`src/rtl/bnn_pkg.sv`:
```
`default_nettype none
// ============================================================================
//  Module   : bnn_pkg
//  Purpose  : Shared types and constants for the input-feature-map loader
//             and its position counter.
//  Contents : state_t      - loader FSM state (IDLE, LOAD, ERR)
//             MAX_CHANNEL  - number of channel banks
//             IFMAP_ADDR_W - bank address width
//             stored_side  - side of the stored (optionally padded) image
//  Revision : 1.0 - initial release
// ============================================================================
package bnn_pkg;

  localparam int MAX_CHANNEL  = 32;
  localparam int IFMAP_ADDR_W = 16;

  typedef enum logic [1:0] {
    IDLE = 2'd0,
    LOAD = 2'd1,
    ERR  = 2'd2
  } state_t;

  // Stored side D = W + 2*pad, one bit wider than W so W=65535 with
  // padding cannot wrap.
  function automatic logic [16:0] stored_side(input logic [15:0] w, input logic pad);
    return {1'b0, w} + (pad ? 17'd2 : 17'd0);
  endfunction

endpackage
`default_nettype wire

```
`src/rtl/ifmap_loader_if.sv`:
```
`default_nettype none
// ============================================================================
//  Module   : ifmap_loader_if
//  Purpose  : Pixel-stream input and bank-write output bus of the loader.
//  Signals  : s_data/s_valid/s_ready          - incoming pixel stream
//             wr_en/wr_addr/wr_data           - bank write strobe/addr/data
//             channel_en                      - one-hot bank select
//             first_channel/last_channel      - channel position flags
//  Modports : master - the loader; slave - the stream source / bank sink
//  Revision : 1.0 - initial release
// ============================================================================
interface ifmap_loader_if
  import bnn_pkg::*;
#(
  parameter int DATA_W = 8,
  parameter int ADDR_W = IFMAP_ADDR_W,
  parameter int N_BANK = MAX_CHANNEL
);

  logic [DATA_W-1:0] s_data;
  logic              s_valid;
  logic              s_ready;
  logic              wr_en;
  logic [ADDR_W-1:0] wr_addr;
  logic [DATA_W-1:0] wr_data;
  logic [N_BANK-1:0] channel_en;
  logic              first_channel;
  logic              last_channel;

  modport master (
    input  s_data, s_valid,
    output s_ready, wr_en, wr_addr, wr_data, channel_en, first_channel, last_channel
  );

  modport slave (
    output s_data, s_valid,
    input  s_ready, wr_en, wr_addr, wr_data, channel_en, first_channel, last_channel
  );

endinterface
`default_nettype wire

```
`src/rtl/ifmap_pos_counter.sv`:
```
`default_nettype none
// ============================================================================
//  Module   : ifmap_pos_counter
//  Purpose  : Walks col/row over 0..side-1 and a linear bank address for one
//             channel; flags border positions and the last position.
//  Ports    : clk, rst        - clock, synchronous active-high reset
//             clear           - force counters to zero (new load)
//             issue           - advance to the next position
//             side, pad       - stored side and padding enable (latched)
//             addr            - bank address of the current position
//             border          - current position is in the zero border
//             end_of_channel  - current position is the last of a channel
//  Revision : 1.0 - initial release
// ============================================================================
module ifmap_pos_counter
  import bnn_pkg::*;
#(
  parameter int ADDR_W = IFMAP_ADDR_W
) (
  input  wire              clk,
  input  wire              rst,
  input  wire              clear,
  input  wire              issue,
  input  wire  [16:0]      side,
  input  wire              pad,
  output logic [ADDR_W-1:0] addr,
  output logic             border,
  output logic             end_of_channel
);

  logic [16:0] col;
  logic [16:0] row;
  logic [16:0] last_idx;

  assign last_idx       = side - 17'd1;
  assign end_of_channel = (col == last_idx) && (row == last_idx);
  assign border         = pad && ((col == 17'd0) || (row == 17'd0) ||
                                  (col == last_idx) || (row == last_idx));

  always_ff @(posedge clk) begin
    if (rst || clear) begin
      col  <= '0;
      row  <= '0;
      addr <= '0;
    end else if (issue) begin
      if (col == last_idx) begin
        col <= '0;
        if (row == last_idx) begin
          // Every bank starts at address 0, so wrap for the next channel.
          row  <= '0;
          addr <= '0;
        end else begin
          row  <= row + 17'd1;
          addr <= addr + ADDR_W'(1);
        end
      end else begin
        col  <= col + 17'd1;
        addr <= addr + ADDR_W'(1);
      end
    end
  end

endmodule
`default_nettype wire

```
`src/rtl/ifmap_loader.sv`:
```
`default_nettype none
// ============================================================================
//  Module   : ifmap_loader
//  Purpose  : Writes a channel-major pixel stream into the banked input
//             feature-map buffers, inserting a zero border when padding is
//             enabled, and pulses done when the whole map is stored.
//  Ports    : clk, rst                 - clock, synchronous active-high reset
//             start                    - begin a load (sampled in IDLE)
//             image_size, number_channel, padding - load configuration
//             bus (master)             - pixel stream in, bank writes out
//             busy                     - load in progress
//             done                     - one-cycle completion pulse
//             cfg_err                  - pulses with done on bad config
//  Revision : 1.0 - initial release
// ============================================================================
module ifmap_loader
  import bnn_pkg::*;
#(
  parameter int DATA_W = 8,
  parameter int ADDR_W = IFMAP_ADDR_W,
  parameter int N_BANK = MAX_CHANNEL
) (
  input  wire          clk,
  input  wire          rst,
  input  wire          start,
  input  wire  [15:0]  image_size,
  input  wire  [5:0]   number_channel,
  input  wire          padding,
  ifmap_loader_if.master bus,
  output logic         busy,
  output logic         done,
  output logic         cfg_err
);

  localparam int CH_W = $clog2(MAX_CHANNEL);

  state_t            state;
  logic [16:0]       cfg_side;
  logic              cfg_pad;
  logic [CH_W-1:0]   cfg_last;
  logic [CH_W-1:0]   ch;

  logic [16:0]       side_in;
  logic [33:0]       area_in;
  logic              cfg_bad;
  logic              start_ok;
  logic              issue;
  logic              border;
  logic              end_of_channel;
  logic [ADDR_W-1:0] addr;

  // Full-width D*D so an oversized image cannot alias into a legal one.
  assign side_in  = stored_side(image_size, padding);
  assign area_in  = {17'd0, side_in} * {17'd0, side_in};
  assign cfg_bad  = (number_channel == 6'd0) ||
                    (number_channel > 6'(MAX_CHANNEL)) ||
                    (image_size == 16'd0) ||
                    (area_in > (34'd1 << ADDR_W));
  assign start_ok = (state == IDLE) && start && !cfg_bad;

  // Border positions issue on their own; interior ones wait for a beat.
  assign issue       = busy && (border || bus.s_valid);
  assign bus.s_ready = busy && !border;

  ifmap_pos_counter #(
    .ADDR_W (ADDR_W)
  ) u_pos (
    .clk            (clk),
    .rst            (rst),
    .clear          (start_ok),
    .issue          (issue),
    .side           (cfg_side),
    .pad            (cfg_pad),
    .addr           (addr),
    .border         (border),
    .end_of_channel (end_of_channel)
  );

  always_ff @(posedge clk) begin
    if (rst) begin
      state             <= IDLE;
      busy              <= 1'b0;
      done              <= 1'b0;
      cfg_err           <= 1'b0;
      cfg_side          <= '0;
      cfg_pad           <= 1'b0;
      cfg_last          <= '0;
      ch                <= '0;
      bus.wr_en         <= 1'b0;
      bus.wr_addr       <= '0;
      bus.wr_data       <= '0;
      bus.channel_en    <= '0;
      bus.first_channel <= 1'b0;
      bus.last_channel  <= 1'b0;
    end else begin
      done      <= 1'b0;
      cfg_err   <= 1'b0;
      bus.wr_en <= 1'b0;
      case (state)
        IDLE: begin
          if (start) begin
            if (cfg_bad) begin
              state   <= ERR;
              done    <= 1'b1;
              cfg_err <= 1'b1;
            end else begin
              state    <= LOAD;
              busy     <= 1'b1;
              cfg_side <= side_in;
              cfg_pad  <= padding;
              cfg_last <= CH_W'(number_channel - 6'd1);
              ch       <= '0;
            end
          end
        end
        LOAD: begin
          if (issue) begin
            bus.wr_en         <= 1'b1;
            bus.wr_addr       <= addr;
            bus.wr_data       <= border ? '0 : bus.s_data;
            bus.channel_en    <= N_BANK'(1) << ch;
            bus.first_channel <= (ch == '0);
            bus.last_channel  <= (ch == cfg_last);
            if (end_of_channel) begin
              if (ch == cfg_last) begin
                // done lands with the final write; a new start is
                // accepted in that same cycle.
                state <= IDLE;
                busy  <= 1'b0;
                done  <= 1'b1;
                ch    <= '0;
              end else begin
                ch <= ch + CH_W'(1);
              end
            end
          end
        end
        ERR:     state <= IDLE;
        default: state <= IDLE;
      endcase
    end
  end

endmodule
`default_nettype wire

```
`src/flat_wrapper.sv`:
```
// flat-port wrapper written by rule: the top's interface ports become plain ports
module ifmap_loader_flat import bnn_pkg::*;
#(
  parameter int DATA_W = 8,
  parameter int ADDR_W = IFMAP_ADDR_W,
  parameter int N_BANK = MAX_CHANNEL
)
  (clk, rst, start, image_size, number_channel, padding, busy, done, cfg_err, bus_s_data, bus_s_valid, bus_s_ready, bus_wr_en, bus_wr_addr, bus_wr_data, bus_channel_en, bus_first_channel, bus_last_channel);
  ifmap_loader_if #(.DATA_W(DATA_W), .ADDR_W(ADDR_W), .N_BANK(N_BANK)) bus_i ();
  input  wire clk;
  input  wire rst;
  input  wire start;
  input  wire  [15:0] image_size;
  input  wire  [5:0] number_channel;
  input  wire padding;
  output logic busy;
  output logic done;
  output logic cfg_err;
  input wire logic [$bits(bus_i.s_data)-1:0] bus_s_data;
  input wire logic [$bits(bus_i.s_valid)-1:0] bus_s_valid;
  output wire logic [$bits(bus_i.s_ready)-1:0] bus_s_ready;
  output wire logic [$bits(bus_i.wr_en)-1:0] bus_wr_en;
  output wire logic [$bits(bus_i.wr_addr)-1:0] bus_wr_addr;
  output wire logic [$bits(bus_i.wr_data)-1:0] bus_wr_data;
  output wire logic [$bits(bus_i.channel_en)-1:0] bus_channel_en;
  output wire logic [$bits(bus_i.first_channel)-1:0] bus_first_channel;
  output wire logic [$bits(bus_i.last_channel)-1:0] bus_last_channel;
  assign bus_i.s_data = bus_s_data;
  assign bus_i.s_valid = bus_s_valid;
  assign bus_s_ready = bus_i.s_ready;
  assign bus_wr_en = bus_i.wr_en;
  assign bus_wr_addr = bus_i.wr_addr;
  assign bus_wr_data = bus_i.wr_data;
  assign bus_channel_en = bus_i.channel_en;
  assign bus_first_channel = bus_i.first_channel;
  assign bus_last_channel = bus_i.last_channel;
  ifmap_loader #(.DATA_W(DATA_W), .ADDR_W(ADDR_W), .N_BANK(N_BANK)) u_core (.clk(clk), .rst(rst), .start(start), .image_size(image_size), .number_channel(number_channel), .padding(padding), .bus(bus_i), .busy(busy), .done(done), .cfg_err(cfg_err));
endmodule
```
`config.mk`:
```
export PLATFORM = sky130hd
export DESIGN_NAME = ifmap_loader_flat
export DESIGN_NICKNAME = d
export VERILOG_FILES = /design/src/rtl/bnn_pkg.sv /design/src/rtl/ifmap_loader_if.sv /design/src/rtl/ifmap_pos_counter.sv /design/src/rtl/ifmap_loader.sv /design/src/flat_wrapper.sv
export SDC_FILE = /design/constraint.sdc
export NUM_CORES = 1
export LEC_CHECK = 0
export ABC_AREA = 1
export BUFFER_PORTS_ARGS = -buffer_cell sky130_fd_sc_hd__buf_2
export CAP_MARGIN = 20
export CORE_UTILIZATION = 35
export CTS_CLUSTER_SIZE = 10
export DETAILED_ROUTE_END_ITERATION = 16
export GPL_ROUTABILITY_DRIVEN = 1
export PLACE_DENSITY_LB_ADDON = 0.3
export SYNTH_ARGS = -nofsm -noshare
export SYNTH_HDL_FRONTEND = slang
export SYNTH_HIERARCHICAL = 1
export SYNTH_SLANG_ARGS = --single-unit
```
`constraint.sdc`:
```
create_clock -name clk -period 14.4 [get_ports clk]
set_clock_uncertainty 0.05 [all_clocks]
set_input_delay 2.88 -clock clk [delete_from_list [all_inputs] [get_ports clk]]
set_output_delay 2.88 -clock clk [all_outputs]
set_load 0.02 [all_outputs]
```
; Word-level counts from Yosys, hierarchy flattened
; Index checks and enable logic that the tools add are counted.
[op_classes]
n_addsub = 7
mul = 1
n_lt_le_gt_ge = 2
eq_ne = 9
n_shift = 1
mux = 31
n_bitwise = 3
reduce_logical = 31
[ops]
columns = op, n
row1 = "adder 17 x 1 -> 17 bit, second input constant", 2
row2 = == test 17 bit, 2
row3 = "> comparator 34 x 17 -> 1 bit, second input constant", 1
row4 = logical NOT 17 bit, 2
row5 = multiplier 17 x 17 -> 34 bit, 1
row6 = two-way mux 17 bit, 2
row7 = two-way mux 16 bit, 2
row8 = "left shift 1 x 5 -> 32 bit, first input constant", 1
row9 = two-way mux 5 bit, 5
row10 = adder 16 x 17 -> 17 bit, 1
row11 = "subtractor 17 x 1 -> 17 bit, second input constant", 1
row12 = "adder 16 x 1 -> 16 bit, second input constant", 1
row13 = logical NOT 16 bit, 1
row14 = two-way mux 2 bit, 6
row15 = two-way mux 1 bit, 11
row16 = case mux 5 bit (2 select lines), 1
row17 = logical OR 1 bit, 8
row18 = two-way mux 8 bit, 1
row19 = "> comparator 6 bit, second input constant", 1
row20 = logical AND 1 bit, 6
row21 = logical NOT 6 bit, 1
row22 = "!= test 2 x 1 -> 1 bit, second input constant", 3
row23 = AND reduction 6 bit, 1
row24 = "adder 5 x 1 -> 5 bit, second input constant", 1
row25 = other kinds (16), 23
[word_totals]
register_bits = 142
in_bits = 35
out_inout_bits = 63
wordCells = 102

; Depth between registers and ports, before layout
; Gate-level depths: netlist (run 1).
[depth]
ltp_word = 9
ltp_mapped = 46
mapped_depth_nobuf = 45

; Cells and area by module
; The synthesis (run 1) kept the hierarchy.
[by_module_without_submodules]
columns = mod, n_inst, cells_per_inst, area_each_um2, seq_area_each_um2
row1 = ifmap_loader, 1, 1811, 13125.1, 1841.8
row2 = ifmap_pos_counter, 1, 681, 4107.7, 1001.0

; Worst setup path before layout (run 1)
; OpenSTA, ideal clock, no wires.
[synth_path]
kind = input -> register
start = in image_size[1]
end = reg u_core.u_pos.row[14]
t_arrival_ps = 10030
slack_ps = 4256
path_stages = 39
path_cell_list = ha_1 ha_1 nand4_1 nor2_1 inv_1 nor4_1 nand2_1 nand2_1 clkbuf_1 nor2_1 fa_1 inv_1 fa_1 inv_1 fa_1 fa_1 fa_1 inv_1 [3 not listed] nand2_1 nor2_2 inv_1 nor2_1 nand3_1 nand3_2 nand2_1 nand3_1 nand2_1 and3_1 nand3_1 inv_1 nor2_1 inv_1 nor2_1 buf_4 nand2_1 nor2_1
[synth_via]
elab_chain_len = 7
elab_cells_between_ends = 9
[synth_rtl]
columns = element, line
row1 = start: declaration, flat_wrapper.sv:13  ; input wire [15:0] image_size;
row2 = adder 16 x 17 -> 17 bit, bnn_pkg.sv:26  ; return {1'b0, w} + (pad ? 17'd2 : 17'd0);
row3 = multiplier 17 x 17 -> 34 bit, ifmap_loader.sv:54  ; assign area_in = {17'd0, side_in} * {17'd0, side_in};
row4 = > comparator 34 x 17 -> 1 bit, ifmap_loader.sv:58  ; (area_in > (34'd1 << ADDR_W));
row5 = logical OR 1 bit *, ifmap_loader.sv:57  ; (image_size == 16'd0) ||
row6 = logical NOT 1 bit *, ifmap_loader.sv:59  ; assign start_ok = (state == IDLE) && start && !cfg_bad;
row7 = logical AND 1 bit *, ifmap_loader.sv:59
row8 = net u_core.start_ok, ifmap_loader.sv:46  ; logic start_ok;
row9 = logical OR 1 bit *, ifmap_pos_counter.sv:41  ; if (rst || clear) begin
row10 = end signal: assignment, ifmap_pos_counter.sv:53  ; row <= row + 17'd1;
row11 = end: declaration, ifmap_pos_counter.sv:32  ; logic [16:0] row;
; The timed path passes the listed nets; every way through them passes the cells marked *.
; A chain may end at the register's enable or synchronous reset.

; Worst setup path after layout (run 1)
[layout_path]
start = in padding
end = reg u_core.u_pos.row[5]
[layout_via]
elab_chain_len = 8
[layout_rtl]
columns = element, line
row1 = start: declaration, flat_wrapper.sv:15  ; input wire padding;
row2 = two-way mux 2 bit, bnn_pkg.sv:26
row3 = adder 16 x 17 -> 17 bit, bnn_pkg.sv:26
row4 = multiplier 17 x 17 -> 34 bit, ifmap_loader.sv:54
row5 = > comparator 34 x 17 -> 1 bit, ifmap_loader.sv:58
row6 = logical OR 1 bit, ifmap_loader.sv:57
row7 = logical NOT 1 bit, ifmap_loader.sv:59
row8 = logical AND 1 bit, ifmap_loader.sv:59
row9 = net u_core.start_ok, ifmap_loader.sv:46
row10 = logical OR 1 bit, ifmap_pos_counter.sv:41
; The timed path passes the listed nets, and every way through them passes these cells.

==> out/qor.yml, run 1 <==
run_status:
  status: "finished, final reports clean"
die:
  die_w_um: 224
  core_um2: 48100
  rows: 80
  die_y_um: 224
  start_util: 0.358
  io_pins: 98
  die-area_um2: 50100
layout:
  final_common_cell: "nand2_1"
  fin_util: 0.393
  layout_common_cells: "nand2_1, inv_1, nor2_1"
  syn_to_final_growth_pct: 9.91
  drive_gt1_frac: 0.0883
  nNetsFinal: 2916
  fillers: 5072
hold_path:
  hp-start: "u_core/cfg_pad"
  hold_path.class: "reg2reg"
timing:
  maxSlewHeadroom: 0.350
  rsz0062_at_grt: "no"
  maxSlewViolCount: 0
  worstMarginPinSlew_ps: 971
  timing.final.crit_share: 0.799
  worst_hold_slack_ps: 412
  period_needed_ps: 11510
  fin_setup_tns_ps: 0
  hold_viol: 0
  fmax_mhz: 86.9
  setup_viol: 0
yosys:
  synthCells: 2492
  async_flop_share: 0
  synth_top_cell_by_area: "fa_1"
  ys_ff_latch: 142
  yosys.area.top_type_share: 0.224
  synth-edff-count: 0
  synth.area.top_cells: "fa_1, dfxtp_1, nand2_1, inv_1, ha_1"
  netlist_area_um2: 17200
  ys_seq_area_frac: 0.165
  ys_warn_count: 6
  avgSynthCellArea_um2: 6.92
  ys_types: 52
  synth_ff_type: "dfxtp_1"
grt:
  grt_pass1_vias: 16200
  grt-ovfl-total: 0
  antenna_found_initial: 1
  grt_max_degree: 65
  grt_pass1_wl_um: 83300
  grt_usage: 0.208
critical_path:
  endpoint_kind: "register"
  path_common_cell: "inv_1"
  critPathLaunch: "padding"
  cp_slowest_stage_delay_ps: 640
  crit_path_top_delay_cell: "nor2_1"
  cp.arrival_ps: 11820
  rrSetupSlack_ps: 9360
  required_ps: 14700
  timing.rr.start: "u_core/cfg_side[0]"
  crit_type: "in2reg"
  worstPathMaxFanout: 16
  cp-start-kind: "primary input"
detailed_routing:
  via_count: 15800
  drtIter0Drc: 965
  wl_per_cell_um: 15.7
  final_antenna_net_count: 0
  viasPerCell: 4.89
  drt-pass1-iter-count: 5
  drc: 0
  drt_wl_total_um: 50700
clock_tree:
  h-tree-depth: 4
  hold_buffers: 0
  post_cts_resized: 0
  cts.path.max_buffers: 2
  clock-sinks: 142
  cts_root_buf: "clkbuf_16"
  cts_tree: "yes"
  clk_latency_ps: 420
  cts_setup_buffers: 0
  numCtsBuffers: 17
  clkTransAtPathRegs_ps: 60
placed_design:
  gp_congestion: 0.965
  io_buffers: 97
  hpwlAfterDp_um: 41400
run:
  maxCapViolations: 0
## critical path, delay by kind of cell
kind	cells	cell delay, ps
fa+ha+maj	9	4080
simple gates	18	3460
buf+inv	9	930
compound gates	2	440
## Yosys cell counts (2+ instances only)
cell and number:
nand2_1 578, inv_1 518, nor2_1 291, fa_1 193, nand3_1 185, dfxtp_1 142, ha_1 119, a21oi_1 101
o21ai_0 50, nand4_1 49, clkbuf_1 39, nor3_1 39, xor2_1 34, nor2_2 22, nand2_2 16, nand3_2 15
xnor2_1 10, nor4_1 8, inv_2 7, nor2_4 7, buf_2 6, clkinv_1 6, o21ai_1 4, or2_2 4
buf_1 3, buf_4 3, buf_6 3, nand3b_1 3, nor2_8 3, o211ai_1 3, and2_1 2, and3_1 2
conb_1 2, nand2_4 2, nand3_4 2, o21ai_4 2, o21bai_1 2, o21bai_2 2, o31ai_1 2
## state kept, by name (all words and copies together), names as in the netlist, 2 cells and up
register and cells:
u_core/u_pos/row 17, u_core/bus.wr_addr 16, u_core/u_pos/col 17, u_core/u_pos/addr 16, u_core/bus.wr_data 8, u_core/state 2, u_core/cfg_side 17, u_core/bus.channel_en 32
u_core/ch 5, u_core/cfg_last 5
## routing by layer
metal	vias up	GRT usage	wire, um
met1	7607	0.258	21600
li1	7757	-	-
met5	-	0	0
met3	83	0.0232	2050
met2	383	0.377	25700
met4	0	0.0616	1390
## cell families after synthesis
family | Yosys count | synth area share
xor+xnor | 44 | 0.0224
compound gates | 170 | 0.0531
simple gates | 1235 | 0.318
fa+ha+maj | 312 | 0.311
flops | 142 | 0.165
other cells | 2 | 0.000436
buf+inv | 587 | 0.131
## area by class of cell
| type | count | area, um^2 | area share |
|---|---|---|---|
| diodes | 1 | 2.50 | 0.000132 |
| clock buffers | 18 | 439 | 0.0232 |
| clock inverters | 14 | 121 | 0.00641 |
| inverters | 532 | 2000 | 0.105 |
| multi-input cells | 1771 | 12200 | 0.643 |
| flip-flops and latches | 142 | 2840 | 0.150 |
| well taps | 656 | 821 | 0.0433 |
| repair buffers | 105 | 546 | 0.0288 |
## stage by stage
stage / instances / instance area (um^2) / setup WS (ps)
floorplan: 2500 / 17300 / 4260
CTS: 3238 / 18900 / 2980
finish: 3239 / 18900 / 2890
detailed placement: 3206 / 18400 / 2570
global route: 3239 / 18900 / 2010
global placement: 3206 / 18400 / 2720
## final timing paths
| kind | end | cells after the start |
|---|---|---|
| hold reg to reg | u_core/cfg_pad | 2 |
| setup / recovery | u_core/u_pos/row[5] | 38 |
| setup reg to reg | u_core/u_pos/col[16] | 29 |
| hold / removal | u_core/cfg_pad | 2 |
Power of run 1 is left out: the tool's default activity adds up to more than one toggle a clock period on the data nets, which glitch-free logic cannot reach.
==> run 2: changes to the inputs <==
clock period = 9.6 ns   (was 14.4 ns; I/O delays follow)
==> run 2 against run 1 <==
Clock-buffer cell count unchanged; global-route usage up 0.48 points; final area up 6.5%; cell count up 4.3%; non-clock buffer count up 139; via count up 2.5%; sequential cell count unchanged; first-iteration DRC count down 2.2%; critical path depth up 7; core utilization up 2.5 points; sequential share of layout area down 0.91 points.
==> out/qor.yml, run 2 (synthesis gave the netlist of run 1 again) <==
run_status:
  status: "finished, final reports clean"
die:
  die_y_um: 224  # unchanged
  die_w_um: 224  # unchanged
  io_pins: 98  # unchanged
  die-area_um2: 50100  # unchanged
  start_util: 0.358  # unchanged
  core_um2: 48100  # unchanged
  rows: 80  # unchanged
layout:
  syn_to_final_growth_pct: 17.0
  largest_reg_flops: 32  # unchanged
  drive_gt1_frac: 0.146  # +0.0575
  regMostFlops: "u_core/bus.channel_en"
  layout_common_cells: "nand2_1, inv_1, nor2_1"
  final_common_cell: "nand2_1"
  nNetsFinal: 3056  # +4.8%
critical_path:
  cp_slowest_stage_delay_ps: 600  # -40 ps
  cp.arrival_ps: 9330  # -2490 ps
  crit_path_top_delay_cell: "fa_1"
  cp-start-kind: "primary input"
  endpoint_kind: "register"
  required_ps: 9900  # -4800 ps
  crit_type: "in2reg"
  path_common_cell: "nand2_1"
  worstPathMaxFanout: 18  # +2
timing:
  fmax_mhz: 111
  timing.final.crit_share: 0.940
  rsz0062_at_grt: "no"
  maxSlewHeadroom: 0.327  # -0.0229
  hold_viol: 0  # unchanged
  worstMarginPinSlew_ps: 1010  # +34.3 ps
  setup_viol: 0  # unchanged
  fin_setup_tns_ps: 0  # unchanged
  period_needed_ps: 9020
  maxSlewViolCount: 0  # unchanged
detailed_routing:
  via_count: 16200  # +2.5%
  drt-pass1-iter-count: 7  # +2
  final_antenna_net_count: 0  # unchanged
  viasPerCell: 4.80  # -1.8%
  drc: 0  # unchanged
  drtIter0Drc: 944  # -2.2%
  wl_per_cell_um: 15.3  # -2.5%
  drt_wl_total_um: 51600  # +1.7%
clock_tree:
  hold_buffers: 0  # unchanged
  cts.path.max_buffers: 2  # unchanged
  clk_latency_ps: 420  # about the same
  h-tree-depth: 4  # unchanged
  clock-sinks: 142  # unchanged
  clkTransAtPathRegs_ps: 60  # about the same
  cts_root_buf: "clkbuf_16"
  cts_tree: "yes"
  numCtsBuffers: 17  # unchanged
grt:
  antenna_found_initial: 1  # unchanged
  grt_pass1_vias: 16700  # +3.1%
  grt_usage: 0.213  # +0.00480
  grt-ovfl-total: 0  # unchanged
  grt_max_degree: 65  # unchanged
  grt_pass1_wl_um: 85400  # +2.5%
run:
  maxCapViolations: 0  # unchanged
hold_path:
  hold_path.class: "reg2reg"
placed_design:
  io_buffers: 97  # unchanged
  hpwlAfterDp_um: 43200  # +4.5%
  gp_congestion: 0.935  # -3.1%
[run 2: changes by cell type in the layout (fill, tap and decap cells not counted), moves of 4 or more]
cell | previous run | this run
nor2_1 | 290 | 282
a21oi_2 | 1 | 5
buf_4 | 8 | 143
nor2_2 | 23 | 28
nand2_1 | 578 | 570
nand2_2 | 16 | 24
a21oi_1 | 101 | 97
[run 2: critical path: cells and delay by family]
kind	cells	cell delay [ps]
AOI/OAI and AO/OA	1	160
adders and majority gates	8	3440
buffers and inverters	14	1360
and+or+nand+nor	22	2430
[run 2: final cells by class]
cell class | instances | area, um^2
clock buffer | 18 | 429
clock inverter | 14 | 125
fill | 5046 | 28000
sequential | 142 | 2840
antenna | 1 | 2.50
multi-input combinational | 1772 | 12300
tap | 656 | 821
inverter | 532 | 2000
timing repair buffer | 244 | 1630
[run 2: repair_timing]
action	4_1_cts	5_1_grt
endpoints found under the setup margin	0	77
buffers inserted	0	1
gates resized for setup	0	39
[run 2: worst paths after layout]
path,from,end,slack (ps),depth (start not counted)
worst min register to register,u_core/cfg_pad,u_core/cfg_pad,410,2
worst max-delay path,padding,u_core/ch[3],580,45
worst max register to register,u_core/cfg_side[0],u_core/u_pos/col[16],4710,29
worst min-delay path,u_core/cfg_pad,u_core/cfg_pad,410,2
[run 2: routing by layer]
layer / wire [um] / track usage
met1: 22300 / 0.267
met2: 26500 / 0.390
met3: 1780 / 0.0185
met4: 1010 / 0.0557
met5: 0 / 0
[run 2: through the flow]
stage | utilization | area (um^2) | worst slack (ps) | hold slack [ps] | instances
2_1_floorplan | - | 17300 | 416 | 390 | 2500
3_3_place_gp | 0.404 | 19400 | -263 | 400 | 3344
3_5_place_dp | 0.404 | 19400 | -400 | 405 | 3344
4_1_cts | 0.415 | 20000 | 16.9 | 415 | 3376
5_1_grt | 0.419 | 20200 | 2.11 | 428 | 3378
6_report | 0.419 | 20200 | 577 | 413 | 3379
Power of run 2 is left out for the same reason.
==> run 3: changes to the inputs <==
clock period = 7.8 ns   (was 9.6 ns; I/O delays follow)
==> run 3 against run 2 <==
The flow now finishes with violations (negative setup slack); final area is 11% higher; first-iteration DRC count rose by 1.4%; sequential cell count unchanged; core utilization increased by 4.6 points.
==> out/qor.yml, run 3 (synthesis gave the netlist of run 1 again) <==
timing:
  setup_viol: 83  # +83
  rsz0062_at_grt: "yes"
  hold_viol: 0  # unchanged
  worst_hold_slack_ps: 415  # +2.01 ps
  fin_setup_tns_ps: -17370  # -17,370 ps
  timing.final.crit_share: 1.04
  maxSlewViolCount: 0  # unchanged
  maxSlewHeadroom: 0.321  # -0.00613
  postLayoutSetupSlackWorst_ps: -323  # -900 ps
  fmax_mhz: 123
  worstMarginPinSlew_ps: 1010  # +9.17 ps
  period_needed_ps: 8120
placed_design:
  gp_congestion: 0.924  # -1.2%
  io_buffers: 97  # unchanged
  hpwlAfterDp_um: 44300  # +2.4%
  dpl_cell_area_um2: 20600  # +6.2%
clock_tree:
  clkTransAtPathRegs_ps: 70  # about the same
  cts_tree: "yes"
  clock-sinks: 142  # unchanged
  cts.path.max_buffers: 2  # unchanged
  h-tree-depth: 4  # unchanged
  cts_root_buf: "clkbuf_16"
  clk_latency_ps: 410  # about the same
  numCtsBuffers: 17  # unchanged
die:
  die-area_um2: 50100  # unchanged
  start_util: 0.358  # unchanged
  io_pins: 98  # unchanged
  core_um2: 48100  # unchanged
  die_y_um: 224  # unchanged
  rows: 80  # unchanged
  die_w_um: 224  # unchanged
layout:
  largest_reg_flops: 32  # unchanged
  syn_to_final_growth_pct: 30.0
  layout_common_cells: "nand2_1, inv_1, buf_4"
  final_common_cell: "nand2_1"
  regMostFlops: "u_core/bus.channel_en"
  nNetsFinal: 3191  # +4.4%
  drive_gt1_frac: 0.255  # +0.109
  stdcell_area_um2: 22400  # +11%
run_status:
  violations: "negative setup slack"
  status: "finished, violations left"
detailed_routing:
  final_antenna_net_count: 0  # unchanged
  via_count: 16800  # +3.8%
  drt-pass1-iter-count: 5  # -2
  viasPerCell: 4.79  # -0.19%
  wl_per_cell_um: 15.2  # -0.32%
  drtIter0Drc: 957  # +1.4%
  drt_wl_total_um: 53500  # +3.6%
  drc: 0  # unchanged
hold_path:
  hold_path.class: "reg2reg"
critical_path:
  endpoint_kind: "register"
  crit_path_top_delay_cell: "fa_1"
  path_common_cell: "fa_1"
  crit_buf_inv: 11  # -3
  critical-path-top-delay-family: "adder cells"
  worstPathMaxFanout: 6  # -12
  cp-start-kind: "primary input"
  crit_type: "in2reg"
  required_ps: 8060  # -1840 ps
  cp_slowest_stage_delay_ps: 550  # -50 ps
  cp.arrival_ps: 8380  # -950 ps
run:
  maxCapViolations: 0  # unchanged
grt:
  grt_max_degree: 65  # unchanged
  antenna_found_initial: 2  # +1
  grt-ovfl-total: 0  # unchanged
  grt_pass1_vias: 17300  # +3.5%
  grt_pass1_wl_um: 87300  # +2.2%
  grt_usage: 0.218  # +0.00512
[run 3: changes by cell type in the layout (fill, tap and decap cells not counted), moves of 21 or more]
cell,delta
nor2_1,-35
nand2_1,-57
inv_2,+21
a21oi_1,-23
buf_4,+111
nand2_2,+42
inv_1,-25
[run 3: worst register-to-register path: cells and delay by family (launching register included)]
kind | cells | cell delay (ps)
DFF | 1 | 350
AOI/OAI and AO/OA | 1 | 150
buffers and inverters | 6 | 1140
adders and majority gates | 1 | 240
and+or+nand+nor | 21 | 2940
xor gates and xnor gates | 1 | 190
[run 3: layout make-up]
class                           count  area, um^2
Fill cell                        4748       25800
Multi-Input combinational cell   1771       13300
Sequential cell                   142        2840
Timing Repair Buffer              379        2810
Inverter                          532        2030
Tap cell                          656         821
Clock buffer                       19         443
Clock inverter                     12         129
Timing Repair inverter              1        11.3
Antenna cell                        1        2.50
[run 3: worst paths after layout]
check | from | endpoint | slack (ps) | cells after the start
setup reg to reg | u_core/cfg_side[0] | u_core/u_pos/col[16] | 2620 | 30
hold reg to reg | u_core/bus.channel_en[21] | u_core/bus.channel_en[21] | 410 | 2
hold / removal | u_core/bus.channel_en[21] | u_core/bus.channel_en[21] | 410 | 2
setup / recovery | padding | u_core/u_pos/addr[6] | -320 | 39
[run 3: layer usage]
metal  vias up  global-route usage  wire, um
met3        76              0.0216      1770
met2       343               0.401     27600
met1      8088               0.266     22600
li1       8323                   -         -
met4         0              0.0652      1500
met5         -                   0         0
[run 3: stage by stage]
stage | std cells | setup slack (ps) | util
5_1_grt | 3513 | -665 | 0.465
4_1_cts | 3503 | -234 | 0.456
2_1_floorplan | 2500 | -93.4 | -
3_3_place_gp | 3449 | -1010 | 0.429
6_report | 3513 | -323 | 0.465
3_5_place_dp | 3449 | -1020 | 0.429
[run 3: timing repair]
action,4_1_cts,5_1_grt
cloned,3,1
setup endpoints to repair,83,83
setup buffers,21,12
pin swaps,56,40
hold buffers,0,0
gates resized for setup,136,104
Power of run 3 is left out for the same reason.
